$ cat src/rtl/s7_display_mux.sv
// Multiplexed common-anode 7-segment driver: double-buffered digits, BCD/hex decode,
// leading-zero blanking and per-slot PWM brightness, all outputs registered.
module s7_display_mux #(
    parameter  int DIS_NUM = 4,
    parameter  int MLT_CNT = 10,
    localparam int CNT_W   = $clog2(MLT_CNT + 1)
) (
    input  logic                   i_clk,
    input  logic                   i_rst,
    input  logic [DIS_NUM*4-1:0]   i_data,
    input  logic [DIS_NUM-1:0]     i_dp,
    input  logic                   i_load,
    input  logic                   i_hex_mode,
    input  logic                   i_lzb,
    input  logic [CNT_W-1:0]       i_duty,
    output logic [6:0]             o_segments,
    output logic                   o_dp,
    output logic [DIS_NUM-1:0]     o_segments_sel,
    output logic                   o_frame
);

    localparam int DIG_W = (DIS_NUM > 1) ? $clog2(DIS_NUM) : 1;

    logic [DIS_NUM*4-1:0] r_shadow_data;
    logic [DIS_NUM-1:0]   r_shadow_dp;
    logic [DIS_NUM*4-1:0] r_buf_data;
    logic [DIS_NUM-1:0]   r_buf_dp;
    logic                 r_hex;
    logic                 r_lzb;
    logic [CNT_W-1:0]     r_duty;
    logic [CNT_W-1:0]     r_slot;
    logic [DIG_W-1:0]     r_digit;
    logic                 r_run;

    logic                 w_last;
    logic                 w_wrap;
    logic                 w_slot_end;
    logic [3:0]           w_nibble;
    logic                 w_blank;
    logic                 w_run_zero;
    logic [6:0]           w_seg;
    logic [DIS_NUM-1:0]   w_sel;

    function automatic logic [6:0] f_decode(input logic [3:0] nib, input logic hex);
        case (nib)
            4'h0:    f_decode = 7'b0000001;
            4'h1:    f_decode = 7'b1001111;
            4'h2:    f_decode = 7'b0010010;
            4'h3:    f_decode = 7'b0000110;
            4'h4:    f_decode = 7'b1001100;
            4'h5:    f_decode = 7'b0100100;
            4'h6:    f_decode = 7'b0100000;
            4'h7:    f_decode = 7'b0001111;
            4'h8:    f_decode = 7'b0000000;
            4'h9:    f_decode = 7'b0000100;
            4'hA:    f_decode = hex ? 7'b0001000 : 7'b1111110;
            4'hB:    f_decode = hex ? 7'b1100000 : 7'b1111110;
            4'hC:    f_decode = hex ? 7'b0110001 : 7'b1111110;
            4'hD:    f_decode = hex ? 7'b1000010 : 7'b1111110;
            4'hE:    f_decode = hex ? 7'b0110000 : 7'b1111110;
            4'hF:    f_decode = hex ? 7'b0111000 : 7'b1111110;
            default: f_decode = 7'b1111110;
        endcase
    endfunction

    // Scan position, wrap detection, blanking and the next output values.
    always_comb begin
        w_slot_end = (r_slot == CNT_W'(MLT_CNT - 1));
        w_last     = r_run && w_slot_end && (r_digit == DIG_W'(DIS_NUM - 1));
        // The first edge after reset release is itself a wrap, so frame 0 starts loaded.
        w_wrap     = !r_run || w_last;
        w_nibble   = r_buf_data[{r_digit, 2'b00} +: 4];
        w_run_zero = 1'b1;
        w_blank    = 1'b0;
        for (int k = DIS_NUM - 1; k >= 0; k--) begin
            w_run_zero = w_run_zero && (r_buf_data[4*k +: 4] == 4'h0);
            w_blank    = w_blank || (r_lzb && w_run_zero && (k != 0) && (r_digit == DIG_W'(k)));
        end
        if (w_blank) begin
            w_seg = 7'h7F;
        end else begin
            w_seg = f_decode(w_nibble, r_hex);
        end
        if (r_slot < r_duty) begin
            w_sel = ~({{(DIS_NUM-1){1'b0}}, 1'b1} << r_digit);
        end else begin
            w_sel = {DIS_NUM{1'b1}};
        end
    end

    // Shadow capture, frame-boundary buffer/setting latch and scan counters.
    always_ff @(posedge i_clk) begin
        if (!i_rst) begin
            r_shadow_data <= '0;
            r_shadow_dp   <= '0;
            r_buf_data    <= '0;
            r_buf_dp      <= '0;
            r_hex         <= 1'b0;
            r_lzb         <= 1'b0;
            r_duty        <= '0;
            r_slot        <= '0;
            r_digit       <= '0;
            r_run         <= 1'b0;
        end else begin
            r_run <= 1'b1;
            if (i_load) begin
                r_shadow_data <= i_data;
                r_shadow_dp   <= i_dp;
            end
            if (w_wrap) begin
                r_buf_data <= r_shadow_data;
                r_buf_dp   <= r_shadow_dp;
                r_hex      <= i_hex_mode;
                r_lzb      <= i_lzb;
                r_duty     <= i_duty;
                r_slot     <= '0;
                r_digit    <= '0;
            end else if (w_slot_end) begin
                r_slot  <= '0;
                r_digit <= r_digit + DIG_W'(1);
            end else begin
                r_slot <= r_slot + CNT_W'(1);
            end
        end
    end

    // Registered pin drivers; held dark on the release edge until the first frame starts.
    always_ff @(posedge i_clk) begin
        if (!i_rst) begin
            o_segments     <= 7'h7F;
            o_dp           <= 1'b1;
            o_segments_sel <= {DIS_NUM{1'b1}};
            o_frame        <= 1'b0;
        end else if (r_run) begin
            o_segments     <= w_seg;
            o_dp           <= ~r_buf_dp[r_digit];
            o_segments_sel <= w_sel;
            o_frame        <= w_last;
        end else begin
            o_segments     <= 7'h7F;
            o_dp           <= 1'b1;
            o_segments_sel <= {DIS_NUM{1'b1}};
            o_frame        <= 1'b0;
        end
    end

endmodule

$ cat config.mk
export PLATFORM = sky130hd
export DESIGN_NAME = s7_display_mux
export DESIGN_NICKNAME = d
export VERILOG_FILES = /design/src/rtl/s7_display_mux.sv
export SDC_FILE = /design/constraint.sdc
export NUM_CORES = 1
export LEC_CHECK = 0
export CAP_MARGIN = 40
export CORE_UTILIZATION = 25
export DETAILED_ROUTE_END_ITERATION = 12
export PLACE_DENSITY_LB_ADDON = 0.1
export SETUP_SLACK_MARGIN = 0.15
export SYNTH_ARGS = -nofsm -noshare
export SYNTH_HDL_FRONTEND = slang
export SYNTH_SLANG_ARGS = --single-unit
$ cat constraint.sdc
create_clock -name i_clk -period 2.7 [get_ports i_clk]
set_clock_uncertainty 0.2 [all_clocks]
set_input_delay 0.54 -clock i_clk [delete_from_list [all_inputs] [get_ports i_clk]]
set_output_delay 0.54 -clock i_clk [all_outputs]
set_load 0.1 [all_outputs]
Word-level counts from Yosys, hierarchy flattened
Index checks and enable logic that the tools add are counted.
{"block": "classes", "muxes": 10, "n_eq_ne": 19, "n_reduce_logical": 23, "order_cmp": 2, "n_div": 0, "n_addsub": 2, "bitwise": 4, "n_shift": 2, "n_mul": 0}
{"cell": "$pmux 7 s16", "count": 1}
{"cell": "$eq 4x4->1 const B", "count": 9}
{"cell": "$mux 7", "count": 4}
{"cell": "$eq 4x3->1 const B", "count": 4}
{"cell": "$logic_not 4->1", "count": 4}
{"cell": "$shiftx 16x5->4", "count": 1}
{"cell": "$logic_and 1x1->1", "count": 10}
{"cell": "$eq 4x2->1 const B", "count": 2}
{"cell": "$mux 6", "count": 1}
{"cell": "$reduce_or 3->1", "count": 2}
{"cell": "$mux 5", "count": 1}
{"cell": "$add 4x1->4 const B", "count": 1}
{"cell": "$eq 2x2->1 const B", "count": 2}
{"cell": "$eq 4x1->1 const B", "count": 1}
{"cell": "$lt 4x4->1", "count": 1}
{"cell": "$not 4->4", "count": 1}
{"cell": "$shl 1x2->4 const A", "count": 1}
{"cell": "$logic_or 1x1->1", "count": 3}
{"cell": "$lt 2x3->1 const B", "count": 1}
{"cell": "$not 1->1", "count": 3}
{"cell": "$reduce_and 3->1", "count": 1}
{"cell": "$add 2x1->2 const B", "count": 1}
{"cell": "$bmux 1 s2", "count": 1}
{"cell": "$eq 2x1->1 const B", "count": 1}
{"cell": "4 further kinds", "count": 5}
{"block": "word_totals", "reg_bits": 66, "output_inout_bits": 13, "latch_bits": 0, "wordCells": 76, "input_bits": 29, "romBits": 0, "mem_count": 0, "ram_bits": 0}

Depth between registers and ports, before layout
Gate-level depths: netlist of run 1.
{"block": "depth", "ltp_word": 7, "mapped_depth": 8, "ltp_nobuf": 6}

Worst setup path after synthesis of run 1
No wires, ideal clock.
{"block": "synth_timing", "path_type": "register to register", "start": "register r_digit[0]", "end": "register o_segments[1]", "setup_slack_ns": 0.738, "n_path_buf": 2, "required_ns": 2.363, "path_stages_with_launch": 7, "synth_period_minus_slack_ns": 1.962, "setup_time_ns": 0.137, "t_arrival_ns": 1.626, "path_cell_list": "dfxtp_1 buf_6 mux4_2 buf_6 maj3_2 nor2_1 o21ai_1"}
{"block": "synth_between", "elab_chain_len": 5, "word_cells_on_any_way": 27, "classes_between": "eq/ne (18); shift (1); mux (1); reduce/logical (7)"}
{"element": "start, declared", "line_no": "32", "source": "logic [DIG_W-1:0] r_digit;"}
{"element": "start signal, assigned", "line_no": "120", "source": "r_digit <= r_digit + DIG_W'(1);"}
{"element": "branches (longest 5 deep; another with $shiftx 16x5->4)"}
{"element": "end signal, assigned", "line_no": "135", "source": "o_segments <= w_seg;"}
{"element": "end, declared", "line_no": "16", "source": "output logic [6:0] o_segments,"}
Several ways; the timed one is not identified.
A chain may end at the register's enable or synchronous reset.

Worst setup path in the final report of run 1
{"block": "layout_timing", "start": "register r_digit[0]", "end": "register o_segments[4]"}
Same word-level chain as after synthesis.

==> impl_results.md, run 1 <==
- Finished Layout Cells: 482
- Crit path time final: 2.22 ns
- Die width: 108 um
- List of most frequent post-synthesis cells: dfxtp_1 (66), nand2_1 (66), nor2b_1 (22)
- DP Wirelength: 4.25 mm
- Max stage delay on crit path: 0.71 ns
- WL final: 6.08 mm
- Kind of critical path: flop to flop
- Fraction of the mapped netlist area in compound gates: 0.124
- Clock share of power: 0.466
- Post-route ant nets: 0
- Adder-cell share of the synthesized area: 0.0438
- Final instance area: 3610 um2
- Min-Delay Path Class: flop to flop
- XOR/XNOR Fraction of Synth Area: 0.0124
- Slew headroom: 0.623
- Worst skew pair latency: 0.32 ns
- Worst path required time: 2.76 ns
- Synth top area share: 0.467
- Depth of the CTS H-tree: 3
- RePlAce Congestion: 0.708
- CTS Buf Count: 9
- Core Area: 10900 um2
- Drt drc: 0
- Power Density: 670 nW/um2
- CP Cell Sequence: mux4_2, nor2b_4, a21o_1, a211o_1, nand2_1
- CP top delay family: multiplexers
- Iter 0 DRT Violations: 46
- Synth area leader: dfxtp_1
- Post-CTS Setup Inserts: 0
- Reg2Reg Depth: 5
- Reg clk slew, reported paths: 0.05 ns
- Switching Fraction: 0.232
- Synth Area per Inst: 9.43 um2
- Pre-antenna DRT Iters: 4
- Vias post-DR: 2084
- Cts hold-fix bufs: 0
- Status: finished clean
- Die ar.: 11700 um2
- RSZ-0062 raised after global routing: no
- CTS root buf: clkbuf_16
- CTS max path bufs: 2
- Num rows: 38
- Routed length per instance: 12.6 um
- Main flop type after synthesis: dfxtp_1
- Initial Utilization: 0.259
- Final hold violation count: 0
- WP buf/inv: 0
- Seq pwr share: 0.431
- Critical Path Stages: 5
- Max Cap Viol: 0
- Final Util: 0.330
- Vias per cell: 4.32
- Setup_tns: 0 ns
- Main combinational cell family by area after synthesis: simple AND/OR/NAND/NOR gates
- Area growth from synthesis to layout: 27.7%
- Tcrit/Tclk final: 0.823
- Dpl cells: 467
- Initial antenna violation count: 0
- EDFF count, synth: 0
- Synth area leaders: dfxtp_1 (47%), nand2_1 (8.8%), mux2i_1 (7.4%)
- Post-Syn Area: 2830 um2
- Largest net degree at the start of global routing: 51
- IO Pins: 42
- Tot GR Track Use: 0.118
- Crit. End Element: flop
- CTS tree: done
- Syn Nets: 338
- Cts repair resizes: 0
- Final setup margin: 0.478 ns
- Place WS: 0.471 ns
- Cell variety after synth: 41
- Asr flop ratio synth: 0
- FMAX: 0.450 GHz
- Simple-Gate Fraction of Synth Area: 0.195
- Vias in the first global route: 2060
- Pins Over Slew Limit: 0
- Port bufs: 41
- DP Area: 3330 um2
- Net load switching power: 0.563 mW
- Seq cells post-synth: 66
- Post-Synthesis Cells: 300
- Static leakage: 1.39 nW
- First-pass GRT wire length: 10.3 mm
- Die height: 108 um
- Hold depth: 1
- Register area share after synthesis: 0.467
- Cell Int Power: 1.86 mW
- Nets: 376
- Share of post-route cells with drive strength above 1: 0.120
- Total gr overflow: 0
- Worst vdd ir: 244 uV
- Worst setup SP type: flop
- CP max FO: 11
- Clock sinks: 66
- Worst path arrival time: 2.28 ns
- Synth Warn #: 0
- Comb power frac: 0.103
- Final setup vio count: 0
- ANT cells: 0
- Least-Margin Pin Slew: 0.566 ns
- CP max stage cell: mux4_2
- Mux contribution to synthesized area: 0.114
## cells by family after synthesis
| group | count (synthesis) |
|---|---|
| AND/OR/NAND/NOR | 118 |
| flip-flops | 66 |
| AO/OA/AOI/OAI | 50 |
| buffers and inverters | 26 |
| multiplexers | 26 |
| adder cells (fa/ha/maj) | 10 |
| XOR/XNOR | 4 |
## power by group through the flow
stage	Combinational, mW	Clock [mW]	Sequential, mW
2_1_floorplan	0.120	0	1.11
3_3_place_gp	0.252	0	1.06
3_5_place_dp	0.254	0	1.06
4_1_cts	0.255	1.17	1.04
5_1_grt	0.275	1.22	1.05
6_report	0.250	1.13	1.04
## metrics by stage
| stage | hold slack [ns] | power, mW |
|---|---|---|
| 4_1_cts | 0.256 | 2.47 |
| 3_5_place_dp | 0.248 | 1.32 |
| 6_report | 0.251 | 2.42 |
| 2_1_floorplan | 0.202 | 1.23 |
| 5_1_grt | 0.271 | 2.54 |
| 3_3_place_gp | 0.242 | 1.32 |
## final timing paths
| kind | startpoint | endpoint | slack, ns |
|---|---|---|---|
| worst max register to register | r_digit[0]$_SDFFE_PP0N_ | o_segments[4]$_SDFF_PP1_ | 0.48 |
| worst min-delay path | r_run$_DFF_P_ | o_dp$_SDFF_PN1_ | 0.25 |
| worst max-delay path | r_digit[0]$_SDFFE_PP0N_ | o_segments[4]$_SDFF_PP1_ | 0.48 |
| worst min register to register | r_run$_DFF_P_ | o_dp$_SDFF_PN1_ | 0.25 |
## worst register-to-register path, stage by stage (launching register included)
cell and delay [ns]:
dfxtp_1 0.56, mux4_2 0.71, nor2b_4 0.19, a21o_1 0.16, a211o_1 0.28, nand2_1 0.06
## cell usage in the layout, fill, tap and decap left out, types with 5 or more instances in the layout
| cell | count |
|---|---|
| inv_1 | 6 |
| o21ai_1 | 5 |
| clkdlybuf4s50_1 | 28 |
| clkbuf_16 | 9 |
| buf_4 | 16 |
| a21boi_0 | 8 |
| a21oi_1 | 5 |
| nor2b_1 | 22 |
| a21boi_1 | 19 |
| nand3_1 | 5 |
| nor2_1 | 13 |
| dfxtp_1 | 66 |
| ha_1 | 9 |
| mux2i_1 | 21 |
| mux4_2 | 5 |
| nand2_1 | 66 |
## per-layer routing
layer  track usage  share of wire
met1         0.147           0.49
met3        0.0344          0.032
met5             0              0
met4        0.0608          0.019
met2         0.184           0.46
## sequential cells by signal, summed over array words and instances, names as in the netlist
name            flops
r_buf_data         16
r_shadow_data      16
o_segments          7
o_segments_sel      4
r_buf_dp            4
r_duty              4
r_shadow_dp         4
r_slot              4
r_digit             2
o_dp                1
o_frame             1
r_hex               1
r_lzb               1
r_run               1
## layout make-up
| class | count | area, um2 |
|---|---|---|
| fillers | 1181 | 7320 |
| multi-input cells | 208 | 1380 |
| flip-flops and latches | 66 | 1320 |
| repair buffers | 45 | 415 |
| clock buffers | 12 | 246 |
| well taps | 140 | 175 |
| clock inverters | 3 | 40.0 |
| inverters | 8 | 30.0 |
No activity file was read; power rests on OpenSTA's default activity.
==> run 2, diff against run 1 <==
==> constraint.sdc (replaced) <==
create_clock -name i_clk -period 1.98 [get_ports i_clk]
set_clock_uncertainty 0.2 [all_clocks]
set_input_delay 0.396 -clock i_clk [delete_from_list [all_inputs] [get_ports i_clk]]
set_output_delay 0.396 -clock i_clk [all_outputs]
set_load 0.1 [all_outputs]
==> impl_results.md, run 2 (synthesis results as in run 1) <==
- Pre-antenna DRT Iters: 4 (unchanged)
- Cts hold-fix bufs: 0 (unchanged)
- Reg2reg end: o_segments[1]$_SDFF_PP1_
- Setup_tns: 0 ns (unchanged)
- Slew headroom: 0.770 (+0.147)
- Worst path arrival time: 1.92 ns (-0.36 ns)
- WL final: 6.59 mm (+8.3%)
- Core Area: 10900 um2 (unchanged)
- Iter 0 DRT Violations: 44 (-4.3%)
- Area growth from synthesis to layout: 45.5%
- Die ar.: 11700 um2 (unchanged)
- Worst skew pair latency: 0.33 ns (about the same)
- Pins Over Slew Limit: 0 (unchanged)
- HP Start: r_buf_dp[3]$_SDFFE_PN0P_
- ANT cells: 0 (unchanged)
- Routed length per instance: 13.0 um (+3.2%)
- Status: finished clean
- Fin Hold WS: 0.250 ns (-0.00107 ns)
- Total power: 3.62 mW (+49%)
- Gr busiest metal: met2
- Finished Layout Cells: 506 (+5.0%)
- Worst vdd ir: 410 uV (+68%)
- Final setup vio count: 0 (unchanged)
- RSZ-0062 raised after global routing: yes
- Reg2reg start: r_digit[0]$_SDFFE_PP0N_
- FMAX: 0.524 GHz (+16%)
- Share of post-route cells with drive strength above 1: 0.210 (+0.0905)
- Met3 Resource Use GR: 0.0271 (-0.00723)
- Reg2Reg Depth: 5 (unchanged)
- Final hold violation count: 0 (unchanged)
- Initial Utilization: 0.259 (unchanged)
- Min-Delay Path Class: flop to flop
- First-pass GRT wire length: 10.8 mm (+4.2%)
- Crit. End Element: flop
- Final Util: 0.376 (+0.0461)
- Tcrit/Tclk final: 0.963 (+0.141)
- Vias post-DR: 2206 (+5.9%)
- Reg clk slew, reported paths: 0.05 ns (about the same)
- Total gr overflow: 0 (unchanged)
- Commonest non-fill, non-tap cell in the layout: dfxtp_1
- Vias per cell: 4.36 (+0.83%)
- Drt drc: 0 (unchanged)
- Met2 Use GR: 0.190 (+0.00637)
- Clock sinks: 66 (unchanged)
- Num rows: 38 (unchanged)
- FF-to-FF setup slack: 0.07 ns (-0.41 ns)
- CTS Buf Count: 9 (unchanged)
- RePlAce Congestion: 0.750 (+5.8%)
- Power Density: 880 nW/um2 (+31%)
- Kind of critical path: flop to flop
- CTS root buf: clkbuf_16
- Dpl cells: 478 (+2.4%)
- Largest net degree at the start of global routing: 42 (-18%)
- Largest regs: r_buf_data x16, r_shadow_data x16, o_segments x7
- Die height: 108 um (unchanged)
- Nets: 399 (+6.1%)
- Post-route ant nets: 0 (unchanged)
- Worst path required time: 1.99 ns (-0.77 ns)
- Number of fillers in the final layout: 1133 (-4.1%)
- Port bufs: 41 (unchanged)
- Die width: 108 um (unchanged)
- CP max FO: 6 (-5)
- Worst setup SP type: flop
- Min-Delay Endpoint: r_buf_dp[3]$_SDFFE_PN0P_
- Depth of the CTS H-tree: 3 (unchanged)
- CTS max path bufs: 2 (unchanged)
- IO Pins: 42 (unchanged)
- Crit path time final: 1.91 ns (-0.314 ns)
- Tot GR Track Use: 0.121 (+0.00288)
- Max Cap Viol: 0 (unchanged)
- Hold depth: 2 (+1)
- Least-Margin Pin Slew: 0.342 ns (-0.224 ns)
- DP Wirelength: 4.36 mm (+2.4%)
- CTS tree: done
- GR Util met1: 0.153 (+0.00552)
- Initial antenna violation count: 0 (unchanged)
- Vias in the first global route: 2213 (+7.4%)
- Static leakage: 1.64 nW (+18%)
- Most frequent cells in the layout: dfxtp_1 (65), nand2_1 (64), clkdlybuf4s50_1 (28)
==> run 2: cell types whose count changed in the layout (fill, tap and decap cells not counted), moves of 3 or more <==
cell	change
a21boi_0	-4
buf_6	+3
buf_4	+3
a21boi_1	+3
buf_12	+16
==> run 2: worst max path at each step <==
| stage | end | slack (ns) | start | cells after the start |
|---|---|---|---|---|
| floorplan | o_segments[1]$_SDFF_PP1_ | 0.05 | r_digit[0]$_SDFFE_PP0N_ | 6 |
| global placement | o_segments[4]$_SDFF_PP1_ | 0.05 | r_digit[0]$_SDFFE_PP0N_ | 5 |
| CTS | o_segments[0]$_SDFF_PP1_ | 0.08 | r_digit[0]$_SDFFE_PP0N_ | 6 |
| finish | o_segments[1]$_SDFF_PP1_ | 0.07 | r_digit[0]$_SDFFE_PP0N_ | 5 |
| global route | o_segments[1]$_SDFF_PP1_ | -0.04 | r_digit[0]$_SDFFE_PP0N_ | 5 |
| detailed placement | o_segments[4]$_SDFF_PP1_ | 0.02 | r_digit[0]$_SDFFE_PP0N_ | 5 |
==> run 2: where the power goes <==
part,leakage [nW],switching (mW),internal [mW]
logic,0.934,0.206,0.211
clock network,0.165,0.575,1.20
registers,0.542,0.0400,1.39
==> run 2: cell type report <==
class	count	area, um2	area share
Inverter	8	32.5	0.00790
Timing Repair Buffer	68	827	0.201
Multi-Input combinational cell	208	1420	0.344
Clock inverter	4	72.6	0.0176
Clock buffer	12	267	0.0647
Tap cell	140	175	0.0426
Sequential cell	66	1330	0.322
==> run 2: worst max-delay path: stages, from the launching register on <==
cell     delay (ns)
dfxtp_4        0.39
mux4_2         0.61
buf_6          0.16
maj3_2         0.30
nor2_2         0.08
o21ai_1        0.06
==> run 2: stage by stage <==
stage                     setup slack (ns)  cell area [um2]
after floorplan                     0.0514             2840
after global placement              0.0476             3610
after detailed placement            0.0234             3610
after CTS                           0.0793             4000
after global routing               -0.0357             4120
final                               0.0724             4120
==> run 2: repair_timing <==
item                                    4_1_cts  5_1_grt
endpoints found under the hold margin         0        0
endpoints found under the setup margin        7       27
resized for setup                             2       15
pin swaps                                     3       10
buffers inserted                              6        3
gates cloned                                  0        3
==> run 2: layer usage <==
metal	routed length (um)	vias to the layer above
li1	-	1130
met1	3240	1026
met2	3010	38
met3	194	12
met4	151	0
met5	0	-
